### src/rtl/strobe_gen_if.sv
// strobe_gen_if: control/config and strobe signals between the controller and strobe_gen (STROBE_PHASE_EN adds i_phase)
interface strobe_gen_if #(
   parameter int PERIOD_W = 8,
   parameter int BURST_W  = 8
);
   logic                i_start;
   logic                i_stop;
   logic                i_enable;
   logic [PERIOD_W-1:0] i_period;
   logic [BURST_W-1:0]  i_burst_len;
`ifdef STROBE_PHASE_EN
   logic [PERIOD_W-1:0] i_phase;
`endif
   logic                o_valid;
   logic                o_done;
   logic                o_busy;

   modport master (
`ifdef STROBE_PHASE_EN
      output i_phase,
`endif
      output i_start, i_stop, i_enable, i_period, i_burst_len,
      input  o_valid, o_done, o_busy
   );

   modport slave (
`ifdef STROBE_PHASE_EN
      input  i_phase,
`endif
      input  i_start, i_stop, i_enable, i_period, i_burst_len,
      output o_valid, o_done, o_busy
   );
endinterface

### src/rtl/strobe_gen.sv
// strobe_gen: programmable periodic strobe generator with burst/continuous runs, pause, abort; STROBE_PHASE_EN adds a start phase
module strobe_gen #(
   parameter int PERIOD_W = 8,
   parameter int BURST_W  = 8
) (
   input logic         clk,
   input logic         reset,
   strobe_gen_if.slave bus
);
   typedef enum logic [1:0] {IDLE, RUN, PAUSE} state_t;

   state_t              state_q, state_d;
   logic [PERIOD_W-1:0] period_q, period_d, cnt_q, cnt_d, cnt_init;
   logic [BURST_W-1:0]  burst_q, burst_d, strobes_q, strobes_d, strobes_inc;
   logic                valid_q, valid_d, done_q, done_d;
   logic                accept, at_period, step, strobe, last;

   assign accept      = state_q == IDLE && bus.i_start && !bus.i_stop;
   assign at_period   = cnt_q == period_q;
   // A RUN edge with enable low still issues a strobe that is due; otherwise enable gates the count
   assign step        = (state_q == RUN && (bus.i_enable || at_period)) || (state_q == PAUSE && bus.i_enable);
   assign strobe      = step && at_period && !bus.i_stop;
   assign strobes_inc = &strobes_q ? strobes_q : strobes_q + BURST_W'(1);
   assign last        = strobe && burst_q != '0 && strobes_inc == burst_q;
`ifdef STROBE_PHASE_EN
   assign cnt_init    = bus.i_phase < bus.i_period ? bus.i_phase : bus.i_period;
`else
   assign cnt_init    = '0;
`endif

   // State register
   always_ff @(posedge clk or posedge reset) begin
      if (reset) state_q <= IDLE;
      else state_q <= state_d;
   end

   // Next state: stop and burst end return to IDLE, otherwise enable picks RUN or PAUSE
   always_comb begin
      state_d = bus.i_stop || last || (state_q == IDLE && !accept) ? IDLE : bus.i_enable ? RUN : PAUSE;
   end

   // Output decode: next strobe/done values and busy straight from the state register
   always_comb begin
      valid_d    = strobe;
      done_d     = last;
      bus.o_busy = state_q != IDLE;
   end

   // Datapath next values: config latched only on accepted start, counters cleared by stop
   always_comb begin
      period_d  = accept ? bus.i_period : period_q;
      burst_d   = accept ? bus.i_burst_len : burst_q;
      cnt_d     = bus.i_stop || strobe ? '0 : accept ? cnt_init : step ? cnt_q + PERIOD_W'(1) : cnt_q;
      strobes_d = bus.i_stop || accept ? '0 : strobe ? strobes_inc : strobes_q;
   end

   // Datapath and registered outputs
   always_ff @(posedge clk or posedge reset) begin
      if (reset) begin
         period_q  <= '0;
         burst_q   <= '0;
         cnt_q     <= '0;
         strobes_q <= '0;
         valid_q   <= 1'b0;
         done_q    <= 1'b0;
      end else begin
         period_q  <= period_d;
         burst_q   <= burst_d;
         cnt_q     <= cnt_d;
         strobes_q <= strobes_d;
         valid_q   <= valid_d;
         done_q    <= done_d;
      end
   end

   assign bus.o_valid = valid_q;
   assign bus.o_done  = done_q;
endmodule
### src/flat_wrapper.sv
// flat-port wrapper written by rule: the top's interface ports become plain ports
module strobe_gen_flat 
#(
   parameter int PERIOD_W = 8,
   parameter int BURST_W  = 8
)
  (clk, reset, bus_i_start, bus_i_stop, bus_i_enable, bus_i_period, bus_i_burst_len, bus_o_valid, bus_o_done, bus_o_busy);
  strobe_gen_if #(.PERIOD_W(PERIOD_W), .BURST_W(BURST_W)) bus_i ();
  input logic clk;
  input logic reset;
  input wire logic [$bits(bus_i.i_start)-1:0] bus_i_start;
  input wire logic [$bits(bus_i.i_stop)-1:0] bus_i_stop;
  input wire logic [$bits(bus_i.i_enable)-1:0] bus_i_enable;
  input wire logic [$bits(bus_i.i_period)-1:0] bus_i_period;
  input wire logic [$bits(bus_i.i_burst_len)-1:0] bus_i_burst_len;
  output wire logic [$bits(bus_i.o_valid)-1:0] bus_o_valid;
  output wire logic [$bits(bus_i.o_done)-1:0] bus_o_done;
  output wire logic [$bits(bus_i.o_busy)-1:0] bus_o_busy;
  assign bus_i.i_start = bus_i_start;
  assign bus_i.i_stop = bus_i_stop;
  assign bus_i.i_enable = bus_i_enable;
  assign bus_i.i_period = bus_i_period;
  assign bus_i.i_burst_len = bus_i_burst_len;
  assign bus_o_valid = bus_i.o_valid;
  assign bus_o_done = bus_i.o_done;
  assign bus_o_busy = bus_i.o_busy;
  strobe_gen #(.PERIOD_W(PERIOD_W), .BURST_W(BURST_W)) u_core (.clk(clk), .reset(reset), .bus(bus_i));
endmodule
### config.mk
export PLATFORM = sky130hd
export DESIGN_NAME = strobe_gen_flat
export DESIGN_NICKNAME = d
export VERILOG_FILES = /design/src/rtl/strobe_gen_if.sv /design/src/rtl/strobe_gen.sv /design/src/flat_wrapper.sv
export SDC_FILE = /design/constraint.sdc
export NUM_CORES = 1
export LEC_CHECK = 0
export CAP_MARGIN = 20
export CORE_ASPECT_RATIO = 0.9
export CORE_UTILIZATION = 40
export DETAILED_ROUTE_END_ITERATION = 6
export GPL_TIMING_DRIVEN = 0
export PLACE_DENSITY_LB_ADDON = 0.3
export SYNTH_ARGS = -nofsm -noshare
export SYNTH_HDL_FRONTEND = slang
export SYNTH_SLANG_ARGS = --single-unit
### constraint.sdc
create_clock -name clk -period 2.67 [get_ports clk]
set_clock_uncertainty 0.2 [all_clocks]
set_input_delay 0.267 -clock clk [delete_from_list [all_inputs] [get_ports clk]]
set_output_delay 0.267 -clock clk [all_outputs]
set_load 0.01 [all_outputs]
==> metrics.txt, run 1 <==
result of the run=completed; crit path buf inv count=1; global routing met3 resource utilization=under 10%; HPWL after detailed placement=between 3000 and 4000 µm; Crit Path Max Fanout=7; average instance area after synthesis=roughly 10 µm²; Clk pwr share=a little over a third; H-tree depth=2; reg2reg setup slack=between 0.15 and 0.2 ns; transition at the pin with the smallest max-transition slack=around 0.90 ns; share of the cycle needed by the critical path after routing=between 90% and 100%; TritonCTS clock tree=done; maximum ir drop on the vdd rail=around 0.0003 V; Most Crowded Layer GR=met1; fraction of the mapped netlist area in compound gates=about 15%; number of vias in the routed layout=1690; main combinational cell family by area after synthesis=simple AND/OR/NAND/NOR gates; placed cells=approximately 300; reported leakage power=1.023 nW; fraction of final layout cells sized beyond drive strength 1=roughly 18%; area fraction in and, or, nand and nor cells after synthesis=between 20% and 30%; Post-CTS Resized=0; number of rows created at floorplan=24; critical path start-end classification=flop to flop; path class of the lowest-slack min-delay path=primary input to asynchronous set/reset pin; placement-stage cell area=around 2400 µm²; max capacitance violation total=0; global-route wire length before repair=between 7000 and 8000 µm; Flop pwr share=a little under 50%; maximum number of pins on one net before global-route repair=24; Rel. slew slack=40.11%; storage element area=~900 µm²; number of top-level pins=24; max-slew violation total from the final report=0; Final Hold Violating Endpoints=0; library cell contributing the largest single delay on the critical path=dfrtp_1; adder-cell area share of the yosys netlist=under 10%; Min Clock Period, post-route=approximately 2.5 ns; die span in x=78.41 µm; setup repair after global routing missed its margin=false; Area growth, synth to finish=20.65%; Overall Global Routing Usage=17.96%; number of CTS-inserted buffers=5; combined area of the multi-input logic cells=about 1100 µm²; final cell area excluding filler cells=2536 µm²; type of origin of the critical path=flop; post-CTS setup buffers=0; internal power component=between 0.001 and 0.0015 W; share of power burned in combinational logic=~17%; data required time of the worst path=~2.6 ns; Starting Density=between 40% and 50%; Routed WL per cell=around 15 µm; number of optimization iterations in the first detailed-route pass=4; most area-consuming cells after synthesis=dfrtp_1 (43%), mux2_2 (8.6%), xnor2_1 (4.2%); family with the most delay on the worst path=simple AND/OR/NAND/NOR gates; layout net count=262; overflow left after global routing=0; count of buffers inserted at the top-level ports=23; depth of the most critical reg-to-reg path=8; setup total negative slack=0 ns; die boundary height=between 70 and 80 µm; mux cell area share after synthesis=between 9 and 10%; Yosys warning count=0; syn nets=about 230; cell count after synthesis=208; launching point of the worst reg2reg path=u_core.strobes_q[0]$_DFFE_PP0P_; share of Yosys cell area claimed by the top area cell type=42.86%; vias in the first global route=around 1600; number of antenna-violating nets in the routed design=0; endpoint kind of the worst setup timing path=flop; Global Route met2 Usage=roughly a quarter; detailed-route DRC error count=0; critical path cell sequence=ha_1 > and3_1 > buf_6 > nand3_4 > o311a_1 > a211o_1 > nor4_4 > nor4b_1; Most used DFF post-synth=dfrtp_1; clock tree root driver cell=clkbuf_8; count of hold buffers inserted by post-cts repair=0; PwrDens=about 540 nW/µm²; Clock Latency Late Sink=between 0.2 and 0.3 ns; final weighted congestion of routability-driven global placement=0.9341; non-filler cells in the finished layout=between 300 and 400; proportion of register bits with asynchronous set or reset after synthesis=100.0%; Switching Fraction=about a quarter; startpoint of the most critical setup path=u_core.strobes_q[0]$_DFFE_PP0P_; overall die area=roughly 5500 µm²; area inside the core boundary=between 4000 and 5000 µm²; Yosys top cell by area=dfrtp_1; buffer depth of the longest clock path=2; Max Clk Rate=around 400 MHz; number of clock sinks seen by CTS=36; overall power consumption=around 0.0014 W; Syn Std Cell Area=about 2100 µm²; Clk pin slew, worst setup/hold paths=~0.070 ns; initial antenna violation count=0; number of register bits inferred by synthesis=36; xor-xnor portion of the synthesized cell area=between 6 and 7%; Critical Path Max Stage Delay=around 0.44 ns; number of unique standard cell types used by synthesis=52; final WL=4440 µm; DRC violation total after the first TritonRoute iteration=96; EDFF count, synth=0; arrival time of the worst setup path=between 2 and 2.5 ns; count of filler cells inserted in the layout=roughly 480; number of failing setup endpoints in the final timing report=0; power spent charging and discharging nets=approximately 0.00036 W; reg-to-reg critical path endpoint=u_core.state_q[0]$_DFF_PP0_; met1 track demand over resource in global routing=approximately 27%; post-synthesis sequential area ratio=~43%; vias per std cell=5.541; antenna fix cells=0
final cells by class:
cell class / count / area share (%)
buffer: 11 / 3.059
clock buffer: 6 / 2.861
clock inverter: 2 / 1.381
inverter: 7 / 1.036
multi-input combinational: 154 / 43.27
sequential: 36 / 35.52
tap: 65 / 3.207
timing repair buffer: 24 / 9.669
registers in the layout, summed over array words and instances (netlist names):
signal              cells
u_core.burst_q          8
u_core.state_q          2
u_core.cnt_q            8
u_core.bus.o_valid      1
u_core.period_q         8
u_core.strobes_q        8
u_core.bus.o_done       1
kinds of logic (layout without fill, tap and decap cells):
group,after synthesis,count (layout)
flops,36,36
xor+xnor,15,15
fa+ha+maj,2,2
compound gates,45,45
simple gates,75,75
mux,17,17
buf+inv,18,50
power groups by stage:
stage	clock network (W)	registers [W]	logic, W
after floorplan	0	0.000650	0.000170
after CTS	0.000489	0.000657	0.000237
after global placement	0	0.000666	0.000228
final	0.000475	0.000657	0.000234
after global routing	0.000516	0.000666	0.000262
after detailed placement	0	0.000668	0.000236
worst max-delay path by stage:
stage                                                 end  cells after the start
after detailed placement  u_core.strobes_q[7]$_DFFE_PP0P_                      8
after floorplan               u_core.state_q[0]$_DFF_PP0_                      8
final                         u_core.state_q[0]$_DFF_PP0_                      8
after global placement    u_core.strobes_q[6]$_DFFE_PP0P_                      7
after CTS                     u_core.state_q[0]$_DFF_PP0_                      8
after global routing          u_core.state_q[1]$_DFF_PP0_                      8
cells in the mapped netlist, types with 2 or more instances:
| cell type | n |
|---|---|
| a211o_1 | 2 |
| a211oi_1 | 4 |
| a21o_1 | 3 |
| a21oi_1 | 10 |
| a22o_1 | 3 |
| a311oi_1 | 4 |
| and3_1 | 4 |
| buf_2 | 5 |
| buf_6 | 3 |
| dfrtp_1 | 36 |
| ha_1 | 2 |
| inv_1 | 7 |
| mux2_2 | 16 |
| nand2_1 | 11 |
| nand2b_1 | 2 |
| nand3_1 | 12 |
| nand4_1 | 6 |
| nor2_1 | 15 |
| nor3_1 | 5 |
| nor4_1 | 3 |
| o21ai_0 | 7 |
| o31ai_1 | 2 |
| or3_1 | 3 |
| or4_1 | 2 |
| xnor2_1 | 10 |
| xor2_1 | 5 |
routing by layer:
metal / part of all wire (%) / up-vias
li1: - / 835
met1: 52 / 802
met2: 41 / 48
met3: 5.2 / 5
met4: 1.2 / 0
met5: 0 / -
cell usage in the layout (no fill, tap or decap), types with 2 or more instances in the layout:
cell,synthesis,routed
nor4_1,3,3
or4_1,2,2
o31ai_1,2,2
mux2_2,16,16
a21oi_1,10,10
clkbuf_1,1,2
or3_1,3,3
clkdlybuf4s50_1,0,23
a21o_1,3,3
nand4_1,6,6
and3_1,4,4
a311oi_1,4,4
buf_2,5,5
a211oi_1,4,4
xor2_1,5,5
nand3_1,12,12
nand2b_1,2,2
clkbuf_8,0,5
buf_6,3,3
ha_1,2,2
o21ai_0,7,7
nor2_1,15,15
a22o_1,3,3
xnor2_1,10,10
nand2_1,11,11
nor3_1,5,5
a211o_1,2,2
dfrtp_1,36,36
inv_1,7,7
worst register-to-register path, cell delays in order, from the launching register on:
cell,delay [ns]
dfrtp_1,0.44
ha_1,0.31
and3_1,0.20
buf_6,0.13
nand3_4,0.09
o311a_1,0.35
a211o_1,0.27
nor4_4,0.28
nor4b_1,0.09
per-stage QoR:
step	setup slack (ns)	utilization [%]	hold slack, ns
final	0.1763	51.19	0.2687
after CTS	0.1863	51.19	0.2906
after floorplan	0.4361	-	0.1379
after global placement	0.1274	48.71	0.3170
after detailed placement	0.1135	49.02	0.3218
after global routing	0.06080	51.19	0.3467
(Power assumes the default switching activity.)
==> run 2: changes to the inputs <==
SLEW_MARGIN = 30   (was default)
TNS_END_PERCENT = 10   (was default)
==> run 2 against run 1 <==
Critical path depth did not move. Final cell count down 0.33%. Combinational power barely moved. Highest routed layer unchanged.
==> metrics.txt, run 2 (same netlist as run 1, synthesis figures left out) <==
number of top-level pins=24; data required time of the worst path=~2.6 ns; share of the cycle needed by the critical path after routing=93.26%; family with the most delay on the worst path=simple AND/OR/NAND/NOR gates; combined area of the multi-input logic cells=between 1000 and 1500 µm²; number of clock sinks seen by CTS=36; post-CTS setup buffers=0; antenna fix cells=0; setup repair after global routing missed its margin=false; Most Crowded Layer GR=met1; HPWL after detailed placement=3227 µm; Max Clk Rate=401.6 MHz; Overall Global Routing Usage=roughly 18%; most used cells in the layout excluding fill and tap cells=dfrtp_1 (36), clkdlybuf4s50_1 (23), mux2_2 (16); library cell contributing the largest single delay on the critical path=dfrtp_1; number of vias in the routed layout=about 1700; critical path start-end classification=flop to flop; die span in x=just under 80 µm; max capacitance violation total=0; critical path cell sequence=ha_1 > and3_1 > buf_6 > nand3_4 > o311a_1 > a211o_1 > nor4_4 > nor4b_1; Area growth, synth to finish=19.94%; overflow left after global routing=0; number of optimization iterations in the first detailed-route pass=4; most common library cell in the layout ignoring fill and taps=dfrtp_1; PwrDens=approximately 540 nW/µm²; layout net count=roughly 260; vias per std cell=5.513; global-route wire length before repair=7748 µm; number of CTS-inserted buffers=5; Critical Path Max Stage Delay=0.44 ns; crit path buf inv count=1; Routed WL per cell=between 10 and 15 µm; reported leakage power=1.015 nW; vias in the first global route=between 1500 and 2000; H-tree depth=2; count of buffers inserted at the top-level ports=23; max-slew violation total from the final report=0; DRC violation total after the first TritonRoute iteration=169; final WL=roughly 4400 µm; path class of the lowest-slack min-delay path=primary input to asynchronous set/reset pin; count of hold buffers inserted by post-cts repair=0; maximum number of pins on one net before global-route repair=37; overall die area=roughly 5500 µm²; endpoint kind of the worst setup timing path=flop; initial antenna violation count=0; Crit Path Max Fanout=7; detailed-route DRC error count=0; final weighted congestion of routability-driven global placement=just over 0.9; area inside the core boundary=a little under 5000 µm²; Post-CTS Resized=0; type of origin of the critical path=flop; buffer depth of the longest clock path=2; Clock Latency Late Sink=around 0.29 ns; clock tree root driver cell=clkbuf_8; Min Clock Period, post-route=about 2.5 ns; setup total negative slack=0 ns; met1 track demand over resource in global routing=28.31%; Clk pin slew, worst setup/hold paths=0.07 ns; storage element area=900.9 µm²; Rel. slew slack=approximately 50%; die boundary height=70.77 µm; transition at the pin with the smallest max-transition slack=roughly 0.73 ns; Final Hold Violating Endpoints=0; number of antenna-violating nets in the routed design=0; count of filler cells inserted in the layout=~450; result of the run=completed; maximum ir drop on the vdd rail=0.0002879 V; number of failing setup endpoints in the final timing report=0; Starting Density=42.42%; Global Route met2 Usage=around a quarter; number of rows created at floorplan=24; utilization after layout=50.88%; fraction of final layout cells sized beyond drive strength 1=roughly 18%; TritonCTS clock tree=done; arrival time of the worst setup path=2.46 ns; global routing met3 resource utilization=under 10%
## run 2: cell types whose count changed in the layout (fill, tap and decap cells not counted)
cell,before,now
buf_8,1,0
inv_1,7,6
inv_2,0,1
## run 2: final cells by class
type | count | area share, %
multi-input combinational | 154 | 43.52
clock inverter | 2 | 1.390
inverter | 7 | 1.042
clock buffer | 6 | 2.878
timing repair buffer | 23 | 9.132
buffer | 11 | 3.077
sequential | 36 | 35.73
tap | 65 | 3.226
## run 2: metal layers
metal / wire length (µm) / part of all wire, %
met1: 2335 / 53
met2: 1761 / 40
met3: 235 / 5.3
met5: 0 / 0
met4: 95 / 2.1
## run 2: path summary, 6_finish.rpt
kind                       cells past startpoint                              to                             from  slack (ns)
max                                            8     u_core.state_q[0]$_DFF_PP0_  u_core.strobes_q[0]$_DFFE_PP0P_        0.18
min                                            2     u_core.cnt_q[7]$_DFFE_PP0P_                            reset        0.21
max reg2reg                                    8     u_core.state_q[0]$_DFF_PP0_  u_core.strobes_q[0]$_DFFE_PP0P_        0.18
min reg2reg                                    1  u_core.period_q[2]$_DFFE_PP0P_   u_core.period_q[2]$_DFFE_PP0P_        0.33
max in group asynchronous                      2  u_core.period_q[6]$_DFFE_PP0P_                            reset        1.59
min in group clk                               1  u_core.period_q[2]$_DFFE_PP0P_   u_core.period_q[2]$_DFFE_PP0P_        0.33
## run 2: per-stage QoR
stage / total power (W) / cells / instance area, µm² / hold slack, ns / setup WS [ns]
3_3_place_gp: 0.0008933 / 296 / 2414 / 0.3170 / 0.1274
2_1_floorplan: 0.0008202 / 208 / 2102 / 0.1379 / 0.4361
3_5_place_dp: 0.0009012 / 296 / 2414 / 0.3226 / 0.1398
6_report: 0.001366 / 304 / 2521 / 0.2146 / 0.1801
4_1_cts: 0.001384 / 304 / 2521 / 0.2428 / 0.1842
5_1_grt: 0.001437 / 304 / 2521 / 0.2914 / 0.04134
## run 2: power breakdown
part,switching [W],internal [W],leakage [nW]
sequential,0.0000565,0.000600,0.465
combinational,0.000102,0.000130,0.494
clock,0.000201,0.000277,0.0552
total,0.000359,0.00101,1.01
==> run 3: changes to the inputs <==
CORE_ASPECT_RATIO = default   (was 0.9)
clock period = 2.4 ns   (was 2.67 ns; I/O delays follow)
==> run 3 against run 2 <==
Clock-buffer cell count rose by 1. Setup slack worse by 0.13 ns. Flip-flop and latch count did not move. Via count is 3.8% higher. Highest routed layer unchanged. Sequential share of layout area decreased by 0.63 points. Critical path type unchanged. Register-to-register slack got worse by 0.13 ns. Final cell count is 2.6% higher. Worst hold slack got worse by 0.027 ns. Utilization decreased by 0.32 points. Combinational power increased by 12%.
==> metrics.txt, run 3 (same netlist as run 1, synthesis figures left out) <==
result of the run=completed; storage element area=about 900 µm²; Area growth, synth to finish=22.08%; count of buffers inserted at the top-level ports=23; library cell contributing the largest single delay on the critical path=dfrtp_1; Max Clk Rate=approximately 430 MHz; Clock Latency Late Sink=around 0.30 ns; H-tree depth=2; Most Crowded Layer GR=met2; combined area of the multi-input logic cells=around 1100 µm²; number of antenna-violating nets in the routed design=0; critical path start-end classification=flop to flop; Clk pin slew, worst setup/hold paths=around 0.08 ns; vias per std cell=between 5 and 6; die boundary height=74.49 µm; number of CTS-inserted buffers=5; area inside the core boundary=5075 µm²; overall power consumption=0.001446 W; number of rows created at floorplan=26; initial antenna violation count=0; setup repair after global routing missed its margin=true; most common library cell in the layout ignoring fill and taps=dfrtp_1; layout net count=between 200 and 300; die span in x=between 70 and 80 µm; max-slew violation total from the final report=0; final WL=roughly 4400 µm; critical path cell sequence=ha_4 > and3_1 > buf_6 > nand3_4 > o311a_1 > a211o_1 > nor4_4 > buf_4 > nor4_1; reg2reg setup slack=about 0.05 ns; depth of the most critical reg-to-reg path=9; detailed-route DRC error count=0; number of optimization iterations in the first detailed-route pass=4; Routed WL per cell=13.98 µm; most used cells in the layout excluding fill and tap cells=dfrtp_1 (36), clkdlybuf4s50_1 (23), mux2_2 (16); Starting Density=approximately two fifths; final weighted congestion of routability-driven global placement=slightly below 0.9; path class of the lowest-slack min-delay path=primary input to asynchronous set/reset pin; arrival time of the worst setup path=between 2 and 2.5 ns; overflow left after global routing=0; maximum ir drop on the vdd rail=0.0004875 V; overall die area=approximately 5500 µm²; data required time of the worst path=2.37 ns; number of top-level pins=24; Overall Global Routing Usage=between 10% and 20%; global routing met3 resource utilization=a little under 5%; reported leakage power=roughly 1.0 nW; reg-to-reg critical path endpoint=u_core.state_q[1]$_DFF_PP0_; fraction of final layout cells sized beyond drive strength 1=around a fifth; number of vias in the routed layout=around 1700; max capacitance violation total=0; transition at the pin with the smallest max-transition slack=0.7397 ns; launching point of the worst reg2reg path=u_core.strobes_q[1]$_DFFE_PP0P_; Min Clock Period, post-route=between 2 and 2.5 ns; clock tree root driver cell=clkbuf_8; PwrDens=563.4 nW/µm²; Critical Path Max Stage Delay=roughly 0.40 ns; maximum number of pins on one net before global-route repair=37; number of clock sinks seen by CTS=36; DRC violation total after the first TritonRoute iteration=73; HPWL after detailed placement=between 3000 and 4000 µm; Worst Hold Margin=roughly 0.19 ns; share of the cycle needed by the critical path after routing=a little over nine tenths; antenna fix cells=0; type of origin of the critical path=flop; Crit Path Max Fanout=7; vias in the first global route=about 1600; Final Hold Violating Endpoints=0; count of filler cells inserted in the layout=between 400 and 500; global-route wire length before repair=between 7000 and 8000 µm; buffer depth of the longest clock path=2; number of failing setup endpoints in the final timing report=0; count of hold buffers inserted by post-cts repair=0; met1 track demand over resource in global routing=between 20% and 30%; Global Route met2 Usage=a little over a quarter; endpoint kind of the worst setup timing path=flop; Rel. slew slack=roughly 51%; TritonCTS clock tree=done
## run 3: cell type report
cell class	instances	share of cell area, %
multi-input cells	154	43.93
flip-flops and latches	36	35.10
repair buffers	26	9.849
well taps	70	3.413
clock buffers	7	3.364
plain buffers	11	3.023
inverters	7	1.024
clock inverters	1	0.2925
## run 3: timing repair
action	CTS	global route
pin swaps	1	2
resized for setup	3	3
setup endpoints to repair	3	9
setup buffers	2	1
## run 3: worst max path at each step
stage | from | endpoint | slack [ns] | cells past startpoint
6_report | u_core.strobes_q[1]$_DFFE_PP0P_ | u_core.state_q[1]$_DFF_PP0_ | 0.05 | 9
5_1_grt | u_core.strobes_q[1]$_DFFE_PP0P_ | u_core.state_q[0]$_DFF_PP0_ | -0.04 | 9
4_1_cts | u_core.strobes_q[0]$_DFFE_PP0P_ | u_core.state_q[0]$_DFF_PP0_ | 0.001 | 8
3_5_place_dp | bus_i_enable | u_core.state_q[0]$_DFF_PP0_ | -0.30 | 7
3_3_place_gp | bus_i_enable | u_core.state_q[0]$_DFF_PP0_ | -0.26 | 7
2_1_floorplan | u_core.strobes_q[0]$_DFFE_PP0P_ | u_core.state_q[0]$_DFF_PP0_ | 0.17 | 8
## run 3: critical path, delay by kind of cell, from the launching register on
family	cells	cell delay (ns)
flops	1	0.40
simple gates	4	0.56
compound gates	2	0.58
buf+inv	2	0.31
fa+ha+maj	1	0.18
## run 3: routing by layer
| layer | vias up | share of wire [%] |
|---|---|---|
| li1 | 836 | - |
| met1 | 840 | 48 |
| met2 | 54 | 44 |
| met3 | 9 | 6.3 |
| met4 | 0 | 2.3 |
| met5 | - | 0 |
## run 3: through the flow
stage | TNS, ns | cell area [µm²] | std cells | util [%] | setup WS, ns
after floorplan | 0 | 2102 | 208 | - | 0.1661
after global placement | -0.7351 | 2420 | 301 | 47.68 | -0.2614
after detailed placement | -1.371 | 2420 | 301 | 47.68 | -0.3037
after CTS | 0 | 2547 | 311 | 50.20 | 0.001479
after global routing | -0.08293 | 2566 | 312 | 50.57 | -0.04181
final | 0 | 2566 | 312 | 50.57 | 0.04951
## run 3: report_power, final
part	leakage [nW]	switching, W	internal, W
Sequential	0.465	0.0000609	0.000668
Combinational	0.509	0.000114	0.000145
Clock	0.0445	0.000225	0.000233
Total	1.02	0.000399	0.00105
